<file path="src/rtl/au_pkg.sv">
// Shared definitions for the fixed-point arithmetic unit: op codes, FSM
// state codes and the saturation limits used by every result path.
package au_pkg;

    typedef logic [1:0] au_op_t;
    typedef logic [1:0] au_state_t;

    localparam au_op_t OP_ADD = 2'b00;
    localparam au_op_t OP_SUB = 2'b01;
    localparam au_op_t OP_MUL = 2'b10;
    localparam au_op_t OP_DIV = 2'b11;

    localparam au_state_t ST_IDLE    = 2'b00;
    localparam au_state_t ST_DIV_RUN = 2'b01;
    localparam au_state_t ST_DIV_FIN = 2'b10;

    // Largest / smallest two's-complement value of a w-bit word (w <= 32).
    function automatic logic signed [63:0] sat_max(input int unsigned w);
        return (64'sd1 <<< (w - 1)) - 64'sd1;
    endfunction

    function automatic logic signed [63:0] sat_min(input int unsigned w);
        return -(64'sd1 <<< (w - 1));
    endfunction

endpackage

</file>
<file path="src/rtl/fxp_div_core.sv">
// Iterative restoring divider on unsigned magnitudes: one quotient bit per
// clock, NUM_W iterations after load.
module fxp_div_core #(
    parameter int unsigned NUM_W = 24,
    parameter int unsigned DEN_W = 17
) (
    input  logic             clk,
    input  logic             rst,
    input  logic             load_i,
    input  logic [NUM_W-1:0] dividend_i,
    input  logic [DEN_W-1:0] divisor_i,
    output logic             busy_o,
    output logic             last_o,
    output logic             valid_o,
    output logic [NUM_W-1:0] quotient_o
);

    localparam int unsigned CNT_W = $clog2(NUM_W + 1);

    logic [DEN_W-1:0] rem_q, rem_d;
    logic [NUM_W-1:0] quo_q, quo_d;
    logic [DEN_W-1:0] den_q;
    logic [CNT_W-1:0] cnt_q;
    logic             valid_q;

    logic [DEN_W:0]   trial;
    logic [DEN_W-1:0] diff;
    logic             ge;

    // NOTE: every variable gets a value on every path through always_comb, so no latch is inferred.
    always_comb begin
        trial = {rem_q, quo_q[NUM_W-1]};
        ge    = (trial >= {1'b0, den_q});
        // Only taken when trial >= den, where the low DEN_W bits hold the exact difference.
        diff  = trial[DEN_W-1:0] - den_q;
        rem_d = ge ? diff : trial[DEN_W-1:0];
        quo_d = {quo_q[NUM_W-2:0], ge};
    end

    // NOTE: sequential state uses non-blocking assignments so all registers update from pre-edge values.
    always_ff @(posedge clk) begin
        if (rst) begin
            rem_q   <= '0;
            quo_q   <= '0;
            den_q   <= '0;
            cnt_q   <= '0;
            valid_q <= 1'b0;
        end else if (load_i) begin
            rem_q   <= '0;
            quo_q   <= dividend_i;
            den_q   <= divisor_i;
            cnt_q   <= CNT_W'(NUM_W);
            valid_q <= 1'b0;
        end else if (cnt_q != '0) begin
            rem_q <= rem_d;
            quo_q <= quo_d;
            cnt_q <= cnt_q - CNT_W'(1);
            if (cnt_q == CNT_W'(1)) begin
                valid_q <= 1'b1;
            end
        end
    end

    assign busy_o     = (cnt_q != '0);
    assign last_o     = (cnt_q == CNT_W'(1));
    assign valid_o    = valid_q;
    assign quotient_o = quo_q;

endmodule

</file>
<file path="src/rtl/fxp_arith_unit.sv">
// Signed Q(WIDTH-FRAC).FRAC arithmetic unit: single-cycle saturating
// ADD/SUB/MUL and a multi-cycle DIV, with sticky done/flag outputs.
module fxp_arith_unit
    import au_pkg::*;
#(
    parameter int unsigned WIDTH = 16,
    parameter int unsigned FRAC  = 8
) (
    input  logic             clk,
    input  logic             rst,
    input  logic             start_i,
    input  logic [1:0]       op_i,
    input  logic [WIDTH-1:0] opa_i,
    input  logic [WIDTH-1:0] opb_i,
    output logic [WIDTH-1:0] result_o,
    output logic             done_o,
    output logic             busy_o,
    output logic             ovf_o,
    output logic             div0_o
);

    localparam int unsigned NUM_W = WIDTH + FRAC;
    localparam int unsigned DEN_W = WIDTH + 1;
    localparam logic signed [63:0] SAT_MAX = sat_max(WIDTH);
    localparam logic signed [63:0] SAT_MIN = sat_min(WIDTH);

    // Returns {ovf, clamped value}.
    function automatic logic [WIDTH:0] saturate(input logic signed [63:0] v);
        if (v > SAT_MAX) begin
            return {1'b1, SAT_MAX[WIDTH-1:0]};
        end else if (v < SAT_MIN) begin
            return {1'b1, SAT_MIN[WIDTH-1:0]};
        end
        return {1'b0, v[WIDTH-1:0]};
    endfunction

    au_state_t        state_q, state_d;
    logic [WIDTH-1:0] result_q, result_d;
    logic             done_q, done_d;
    logic             ovf_q, ovf_d;
    logic             div0_q, div0_d;
    logic             quo_neg_q, quo_neg_d;
    logic             a_neg_q, a_neg_d;
    logic             by_zero_q, by_zero_d;

    logic signed [WIDTH-1:0]   a_s, b_s;
    logic signed [WIDTH:0]     a_ext, b_ext, a_abs, b_abs;
    logic signed [2*WIDTH-1:0] a_w, b_w, prod, prod_sh;
    logic signed [63:0]        div_mag;
    logic [WIDTH:0]            add_sat, sub_sat, mul_sat, div_sat;

    logic             div_load;
    logic             div_busy, div_last, div_valid;
    logic [NUM_W-1:0] div_dividend, div_quo;
    logic [DEN_W-1:0] div_divisor;

    assign a_s   = opa_i;
    assign b_s   = opb_i;
    assign a_ext = (WIDTH + 1)'(a_s);
    assign b_ext = (WIDTH + 1)'(b_s);
    // One extra bit keeps |most negative| representable.
    assign a_abs = a_ext[WIDTH] ? -a_ext : a_ext;
    assign b_abs = b_ext[WIDTH] ? -b_ext : b_ext;

    assign a_w     = (2 * WIDTH)'(a_s);
    assign b_w     = (2 * WIDTH)'(b_s);
    assign prod    = a_w * b_w;
    assign prod_sh = prod >>> FRAC;

    assign add_sat = saturate(64'(a_ext + b_ext));
    assign sub_sat = saturate(64'(a_ext - b_ext));
    assign mul_sat = saturate(64'(prod_sh));

    assign div_dividend = NUM_W'(unsigned'(a_abs)) << FRAC;
    assign div_divisor  = unsigned'(b_abs);
    assign div_mag      = signed'(64'(div_quo));
    assign div_sat      = saturate(quo_neg_q ? -div_mag : div_mag);

    fxp_div_core #(
        .NUM_W (NUM_W),
        .DEN_W (DEN_W)
    ) u_div_core (
        .clk        (clk),
        .rst        (rst),
        .load_i     (div_load),
        .dividend_i (div_dividend),
        .divisor_i  (div_divisor),
        .busy_o     (div_busy),
        .last_o     (div_last),
        .valid_o    (div_valid),
        .quotient_o (div_quo)
    );

    always_comb begin
        state_d   = state_q;
        result_d  = result_q;
        done_d    = done_q;
        ovf_d     = ovf_q;
        div0_d    = div0_q;
        quo_neg_d = quo_neg_q;
        a_neg_d   = a_neg_q;
        by_zero_d = by_zero_q;
        div_load  = 1'b0;

        unique case (state_q)
            ST_IDLE: begin
                if (start_i) begin
                    done_d = 1'b1;
                    ovf_d  = 1'b0;
                    div0_d = 1'b0;
                    unique case (op_i)
                        OP_ADD: {ovf_d, result_d} = add_sat;
                        OP_SUB: {ovf_d, result_d} = sub_sat;
                        OP_MUL: {ovf_d, result_d} = mul_sat;
                        default: begin
                            done_d    = 1'b0;
                            quo_neg_d = a_s[WIDTH-1] ^ b_s[WIDTH-1];
                            a_neg_d   = a_s[WIDTH-1];
                            by_zero_d = (opb_i == '0);
                            if (opb_i == '0) begin
                                state_d = ST_DIV_FIN;
                            end else begin
                                div_load = 1'b1;
                                state_d  = ST_DIV_RUN;
                            end
                        end
                    endcase
                end
            end
            ST_DIV_RUN: begin
                // Leave on the edge that retires the final quotient bit.
                if (div_last || !div_busy) begin
                    state_d = ST_DIV_FIN;
                end
            end
            ST_DIV_FIN: begin
                if (by_zero_q) begin
                    result_d = a_neg_q ? SAT_MIN[WIDTH-1:0] : SAT_MAX[WIDTH-1:0];
                    ovf_d    = 1'b1;
                    div0_d   = 1'b1;
                    done_d   = 1'b1;
                    state_d  = ST_IDLE;
                end else if (div_valid) begin
                    {ovf_d, result_d} = div_sat;
                    done_d  = 1'b1;
                    state_d = ST_IDLE;
                end
            end
            default: state_d = ST_IDLE;
        endcase
    end

    always_ff @(posedge clk) begin
        if (rst) begin
            state_q   <= ST_IDLE;
            result_q  <= '0;
            done_q    <= 1'b0;
            ovf_q     <= 1'b0;
            div0_q    <= 1'b0;
            quo_neg_q <= 1'b0;
            a_neg_q   <= 1'b0;
            by_zero_q <= 1'b0;
        end else begin
            state_q   <= state_d;
            result_q  <= result_d;
            done_q    <= done_d;
            ovf_q     <= ovf_d;
            div0_q    <= div0_d;
            quo_neg_q <= quo_neg_d;
            a_neg_q   <= a_neg_d;
            by_zero_q <= by_zero_d;
        end
    end

    assign result_o = result_q;
    assign done_o   = done_q;
    assign busy_o   = (state_q != ST_IDLE);
    assign ovf_o    = ovf_q;
    assign div0_o   = div0_q;

endmodule

</file>
<file path="config.mk">
export PLATFORM = sky130hd
export DESIGN_NAME = fxp_arith_unit
export DESIGN_NICKNAME = d
export VERILOG_FILES = /design/src/rtl/au_pkg.sv /design/src/rtl/fxp_div_core.sv /design/src/rtl/fxp_arith_unit.sv
export SDC_FILE = /design/constraint.sdc
export NUM_CORES = 1
export LEC_CHECK = 0
export BUFFER_PORTS_ARGS = -buffer_cell sky130_fd_sc_hd__buf_2
export CAP_MARGIN = 20
export CORE_MARGIN = 2
export CORE_UTILIZATION = 65
export CTS_CLUSTER_SIZE = 8
export DETAILED_ROUTE_END_ITERATION = 10
export PLACE_DENSITY = 0.94
export SLEW_MARGIN = 5
export SYNTH_ARGS = -nofsm -noshare
export SYNTH_HDL_FRONTEND = slang
export SYNTH_SLANG_ARGS = --single-unit
</file>
<file path="constraint.sdc">
create_clock -name clk -period 9.05 [get_ports clk]
set_input_delay 0.4525 -clock clk [delete_from_list [all_inputs] [get_ports clk]]
set_output_delay 0.4525 -clock clk [all_outputs]
set_load 0.02 [all_outputs]
</file>
=== Word-level counts from Yosys, hierarchy flattened ===
Index checks and enable logic that the tools add are counted.

* Add/subtract/negate cells: 7
* Multipliers: 1
* Order comparisons: 9
* Equal/unequal tests: 11
* Multiplexer cells: 58
* Bitwise operators: 2
* Reductions and logical operators: 17

{| class="wikitable"
|+ Operators by type and width
! kind !! number
|-
| 2-to-1 mux 17 bit || 14
|-
| 2-to-1 mux 16 bit || 5
|-
| greater-than comparator 64 x 16 -> 1 bit, second input constant || 1
|-
| less-than comparator 64 x 16 -> 1 bit, second input constant || 1
|-
| 2-to-1 mux 64 bit || 1
|-
| negator 24 -> 64 bit || 1
|-
| 2-to-1 mux 24 bit || 2
|-
| one-hot mux 16 bit (3 select lines) || 1
|-
| greater-than comparator 17 x 16 -> 1 bit, second input constant || 2
|-
| less-than comparator 17 x 16 -> 1 bit, second input constant || 2
|-
| multiplier 16 x 16 -> 32 bit || 1
|-
| one-hot mux 16 bit (2 select lines) || 1
|-
| greater-than comparator 24 x 16 -> 1 bit, second input constant || 1
|-
| less-than comparator 24 x 16 -> 1 bit, second input constant || 1
|-
| 2-to-1 mux 1 bit || 21
|-
| greater-or-equal comparator 18 x 17 -> 1 bit || 1
|-
| adder 16 x 16 -> 17 bit || 1
|-
| negator 16 -> 17 bit || 1
|-
| subtractor 16 x 16 -> 17 bit || 1
|-
| subtractor 17 bit || 1
|-
| logical NOT 16 bit || 1
|-
| negator 16 bit || 1
|-
| 2-to-1 mux 2 bit || 6
|-
| 2-to-1 mux 5 bit || 2
|-
| other kinds (22) || 35
|}

* Bits in registers: 88
* Output and inout port bits: 20
* Word-level logic and storage cells: 120

=== Longest topological paths before layout ===
* Depth after elaboration: 9
* Depth in mapped cells: 30
* Depth with buffers taken out: 25

=== By module ===
A second synthesis with hierarchy kept.

* Cell total of the unflattened synthesis: 2346
* Area total of the unflattened synthesis: 18526.5 µm²

{| class="wikitable"
|+ Modules (own cells, without submodules)
! module !! instances !! cells an instance !! area each (µm²) !! sequential area each (µm²)
|-
| fxp_arith_unit || 1 || 1881 || 14974.4 || 480.5
|-
| fxp_div_core || 1 || 465 || 3552.2 || 1281.2
|}

=== Worst setup path after synthesis ===
Ideal clock, no wire load.

* Kind: input to register
* Start point: input port opa_i[15]
* End point: register result_q[11], in the netlist result_o[11]
* Setup time: 0.127 ns
* Data arrival time: 7.793 ns
* Slack: 1.130 ns
* Stages: 24
* Buffers on the path: 4
* Cells stage by stage: clkbuf_1 -> clkbuf_1 -> clkbuf_1 -> nand2_1 -> fa_1 -> inv_1 -> fa_1 -> inv_1 -> fa_1 -> fa_1 -> fa_1 -> fa_1 -> inv_1 -> ha_1 -> and4_1 -> nand3_1 -> or4_4 -> a21boi_1 -> o22ai_1 -> a2111oi_2 -> a31oi_1 -> buf_2 -> a2111oi_0 -> o21ai_1

* Longest elaborated chain between the ends: 8
* Elaborated cells between the ends (all ways): 24

{| class="wikitable"
|+ RTL lines
! item !! RTL line !! source
|-
| start: declaration || fxp_arith_unit.sv:13 || <nowiki>input logic [WIDTH-1:0] opa_i,</nowiki>
|-
| multiplier 16 x 16 -> 32 bit, or another cell as far along || fxp_arith_unit.sv:67 || <nowiki>assign prod = a_w * b_w;</nowiki>
|-
| less-than comparator 24 x 16 -> 1 bit or less-than comparator 17 x 16 -> 1 bit (tied branches) || fxp_arith_unit.sv:31 || <nowiki>end else if (v < SAT_MIN) begin</nowiki>
|-
| 2-to-1 mux 1 bit || fxp_arith_unit.sv:31 ||
|-
| 2-to-1 mux 1 bit || fxp_arith_unit.sv:29 || <nowiki>if (v > SAT_MAX) begin</nowiki>
|-
| 2-to-1 mux 17 bit || fxp_arith_unit.sv:34 || <nowiki>return {1'b0, v[WIDTH-1:0]};</nowiki>
|-
| one-hot mux 16 bit (3 select lines) * || fxp_arith_unit.sv:111 || <nowiki>unique case (op_i)</nowiki>
|-
| 2-to-1 mux 16 bit * || fxp_arith_unit.sv:107 || <nowiki>if (start_i) begin</nowiki>
|-
| one-hot mux 16 bit (2 select lines) * || fxp_arith_unit.sv:105 || <nowiki>unique case (state_q)</nowiki>
|-
| end signal: assignment || fxp_arith_unit.sv:165 || <nowiki>result_q <= result_d;</nowiki>
|-
| end: declaration || fxp_arith_unit.sv:38 || <nowiki>logic [WIDTH-1:0] result_q, result_d;</nowiki>
|}

Every way passes the cells marked *; elsewhere a longest branch is shown, timed or not. The select of a mux whose other input is x is not followed.
A chain may end at the register's enable or synchronous reset.

=== Final worst setup path ===
* Start point: input port opb_i[2]
* End point: register result_q[10], in the netlist result_o[10]

* Longest elaborated chain between the ends: 8
* Elaborated cells between the ends (all ways): 24

{| class="wikitable"
|+ RTL lines
! item !! RTL line !! source
|-
| start: declaration || fxp_arith_unit.sv:14 || <nowiki>input logic [WIDTH-1:0] opb_i,</nowiki>
|-
| multiplier 16 x 16 -> 32 bit, or another cell as far along || fxp_arith_unit.sv:67 ||
|-
| less-than comparator 24 x 16 -> 1 bit or less-than comparator 17 x 16 -> 1 bit (tied branches) || fxp_arith_unit.sv:31 ||
|-
| 2-to-1 mux 1 bit || fxp_arith_unit.sv:31 ||
|-
| 2-to-1 mux 1 bit || fxp_arith_unit.sv:29 ||
|-
| 2-to-1 mux 17 bit || fxp_arith_unit.sv:34 ||
|-
| one-hot mux 16 bit (3 select lines) * || fxp_arith_unit.sv:111 ||
|-
| 2-to-1 mux 16 bit * || fxp_arith_unit.sv:107 ||
|-
| one-hot mux 16 bit (2 select lines) * || fxp_arith_unit.sv:105 ||
|}

Marks and branches as above.

==> reports/results.ini <==
[sta]
slew_violations=0
finalHoldViolations=0
tightest_slew_ns=0.986
period_needed_ns=8.14
whs_ns=0.449
fin_setup_tns_ns=0
setup_violations=0
skew_ns=0.0144
fmax_ghz=0.123
relSlewSlack_pct=34.2
rsz0062_at_grt=no
min_period_over_period_pct=90.0

[yosys]
syn_nets=2713
syn_inst=2272
synth_compound_area_share_pct=16.5
synth_common_cells=415 x inv_1, 264 x fa_1, 234 x nand2_1
yosys.area_share.simple_pct=17.6
synth.area.mux_share_pct=1.22
netlist_area_sq_um=18200
synth-xor-area-share_pct=5.04
synth-edff-count=0
synthArstFlopShare_pct=0
avgSynthCellArea_sq_um=8.03
synth_most_common_cell=inv_1
synth_area_leaders=fa_1 29%, dfxtp_1 9.7%, ha_1 9.6%
yosysWarnings=0
synthFlopType=dfxtp_1
synth_top_family_by_area=adder cells
synth_seq_cells=88
synth-adder-area-share_pct=38.7
yosysSeqAreaShare_pct=9.66
synth_top_area_cell=fa_1
synth_top_area_share_pct=29.0
synthDistinctLibCells=89

[critical_path]
worstPathRequired_ns=9.26
cp-start-kind=input port
critical_path_class=input port to flip-flop
r2r_start=u_div_core.quotient_o[12]$_SDFFE_PP0P_
crit_fanout=16
cp.arrival_ns=8.36
cp-startpoint=opb_i[2]
crit_top_cell=inv_1
end_kind=flip-flop
slowest_delay_ns=0.74
slowest_stage=fa_2

[floorplan]
die_area_sq_um=29400
start_util_pct=65.8
fp.dieW_microns=172
fp.dieH_microns=172
design.core.area_sq_um=27700
io_pins=57
rows=61

[routing]
first_pass_iters=7
drtIter0Drc=1862
wl_met2_mm=26.2
totalWireLength_mm=55.8
top_layer_used=met4
vias=16504
viasPerCell=6.31
wl_per_cell_microns=21.3
detail-route-antenna-nets=0
wl_met3_mm=5.01
remaining_drc_errors=0
m1WireLength_mm=20.5

[cts]
cts_root_buffer=clkbuf_16
path_clk_slew_ns=0.07
cts_max_level=3
clock_path_buffers=2
insertion_delay_ns=0.36
cts_sinks=88
cts_tree=yes
cts-buffers-inserted=9

[finish]
stdcell_count=2617
fin_nets=2674
num-fill-cells=2198
final_layout_size_suffix_gt1_share_pct=5.50
area_delta_synth_final_pct=3.85
final_util_pct=68.4

[place]
dp.cells=2599
dpl.hpwl_mm=44.0
globalplace.congestion=1.02
io_buffers=56

[global_route]
antenna_found_initial=0
grt-ovfl-total=0
grt_usage_pct=39.5
grt_max_degree=60
grt_pass1_vias=16986
grt_pass1_wl_mm=89.2

[job]
cap_violations=0

[hold_path]
holdCritPathClass=flip-flop to flip-flop
hp-start=u_div_core.den_q[16]$_SDFFE_PP0P_

[outcome]
status=complete, no violations

what timing repair did:
action,4_1_cts,5_1_grt
hold buffers,0,0
hold endpoints to repair,0,0
setup endpoints to repair,0,4
gates resized for setup,0,1
buffers inserted,0,0
logic make-up (layout without fill, tap and decap cells):
kind of cell             count (synthesis)  in the layout
adder cells (fa/ha/maj)                406            406
AO/OA/AOI/OAI                          444            444
buffers and inverters                  541            507
XOR/XNOR                               104            104
flip-flops                              88             88
AND/OR/NAND/NOR                        667            667
other                                    0              1
multiplexers                            22             22
layer usage:
layer	track usage (%)	vias to the layer above
met5	0	-
met4	25.9	0
met3	6.88	252
met2	65.0	948
met1	47.7	7970
li1	-	7334
state kept, by name, summed over array words and instances (netlist names):
register and count:
state_q 2, u_div_core.quotient_o 24, ovf_o 1, div0_o 1, done_o 1, u_div_core.rem_q 17, u_div_core.den_q 17, quo_neg_q 1
by_zero_q 1, u_div_core.valid_o 1, result_o 16, a_neg_q 1, u_div_core.cnt_q 5
placed cells by master (no fill, tap or decap), types with 19 or more instances in the layout:
| cell type | n |
|---|---|
| a211oi_1 | 35 |
| a21oi_1 | 103 |
| a31oi_1 | 19 |
| and2_1 | 92 |
| buf_2 | 57 |
| dfxtp_1 | 88 |
| fa_1 | 263 |
| ha_1 | 140 |
| inv_1 | 415 |
| mux2i_1 | 20 |
| nand2_1 | 234 |
| nand3_1 | 26 |
| nor2_1 | 161 |
| nor3_1 | 37 |
| o21ai_0 | 86 |
| xnor2_1 | 72 |
| xor2_1 | 31 |
final timing paths:
| path | endpoint | depth (start not counted) | slack, ns |
|---|---|---|---|
| hold reg to reg | u_div_core.den_q[16]$_SDFFE_PP0P_ | 2 | 0.45 |
| hold / removal | u_div_core.den_q[16]$_SDFFE_PP0P_ | 2 | 0.45 |
| setup reg to reg | result_o[5]$_SDFFE_PP0P_ | 13 | 4.63 |
| setup / recovery | result_o[10]$_SDFFE_PP0P_ | 27 | 0.91 |
final cells by class:
class                      count  area (sq um)  share of cell area (%)
tap                          378           473                    2.50
sequential                    88          1760                    9.30
timing repair buffer          73           405                    2.14
clock inverter                 7          76.3                   0.403
inverter                     418          1570                    8.28
clock buffer                   9           225                    1.19
antenna                        1          2.50                  0.0132
multi-input combinational   1643         14400                    76.2
per-stage QoR:
step	setup WS (ns)	instance area, sq um
3_5_place_dp	0.248	18600
4_1_cts	0.594	18900
3_3_place_gp	0.525	18600
5_1_grt	0.178	18900
2_1_floorplan	1.13	18200
6_report	0.908	18900
worst max-delay path, delay by kind of cell:
kind	cells	cell delay (ns)
AND/OR/NAND/NOR	2	0.45
multiplexers	1	0.40
adder cells (fa/ha/maj)	7	3.81
AO/OA/AOI/OAI	7	1.78
buffers and inverters	10	1.44
Power is left out: the tool's default activity adds up to more than one toggle a clock period on the data nets, which glitch-free logic cannot reach.
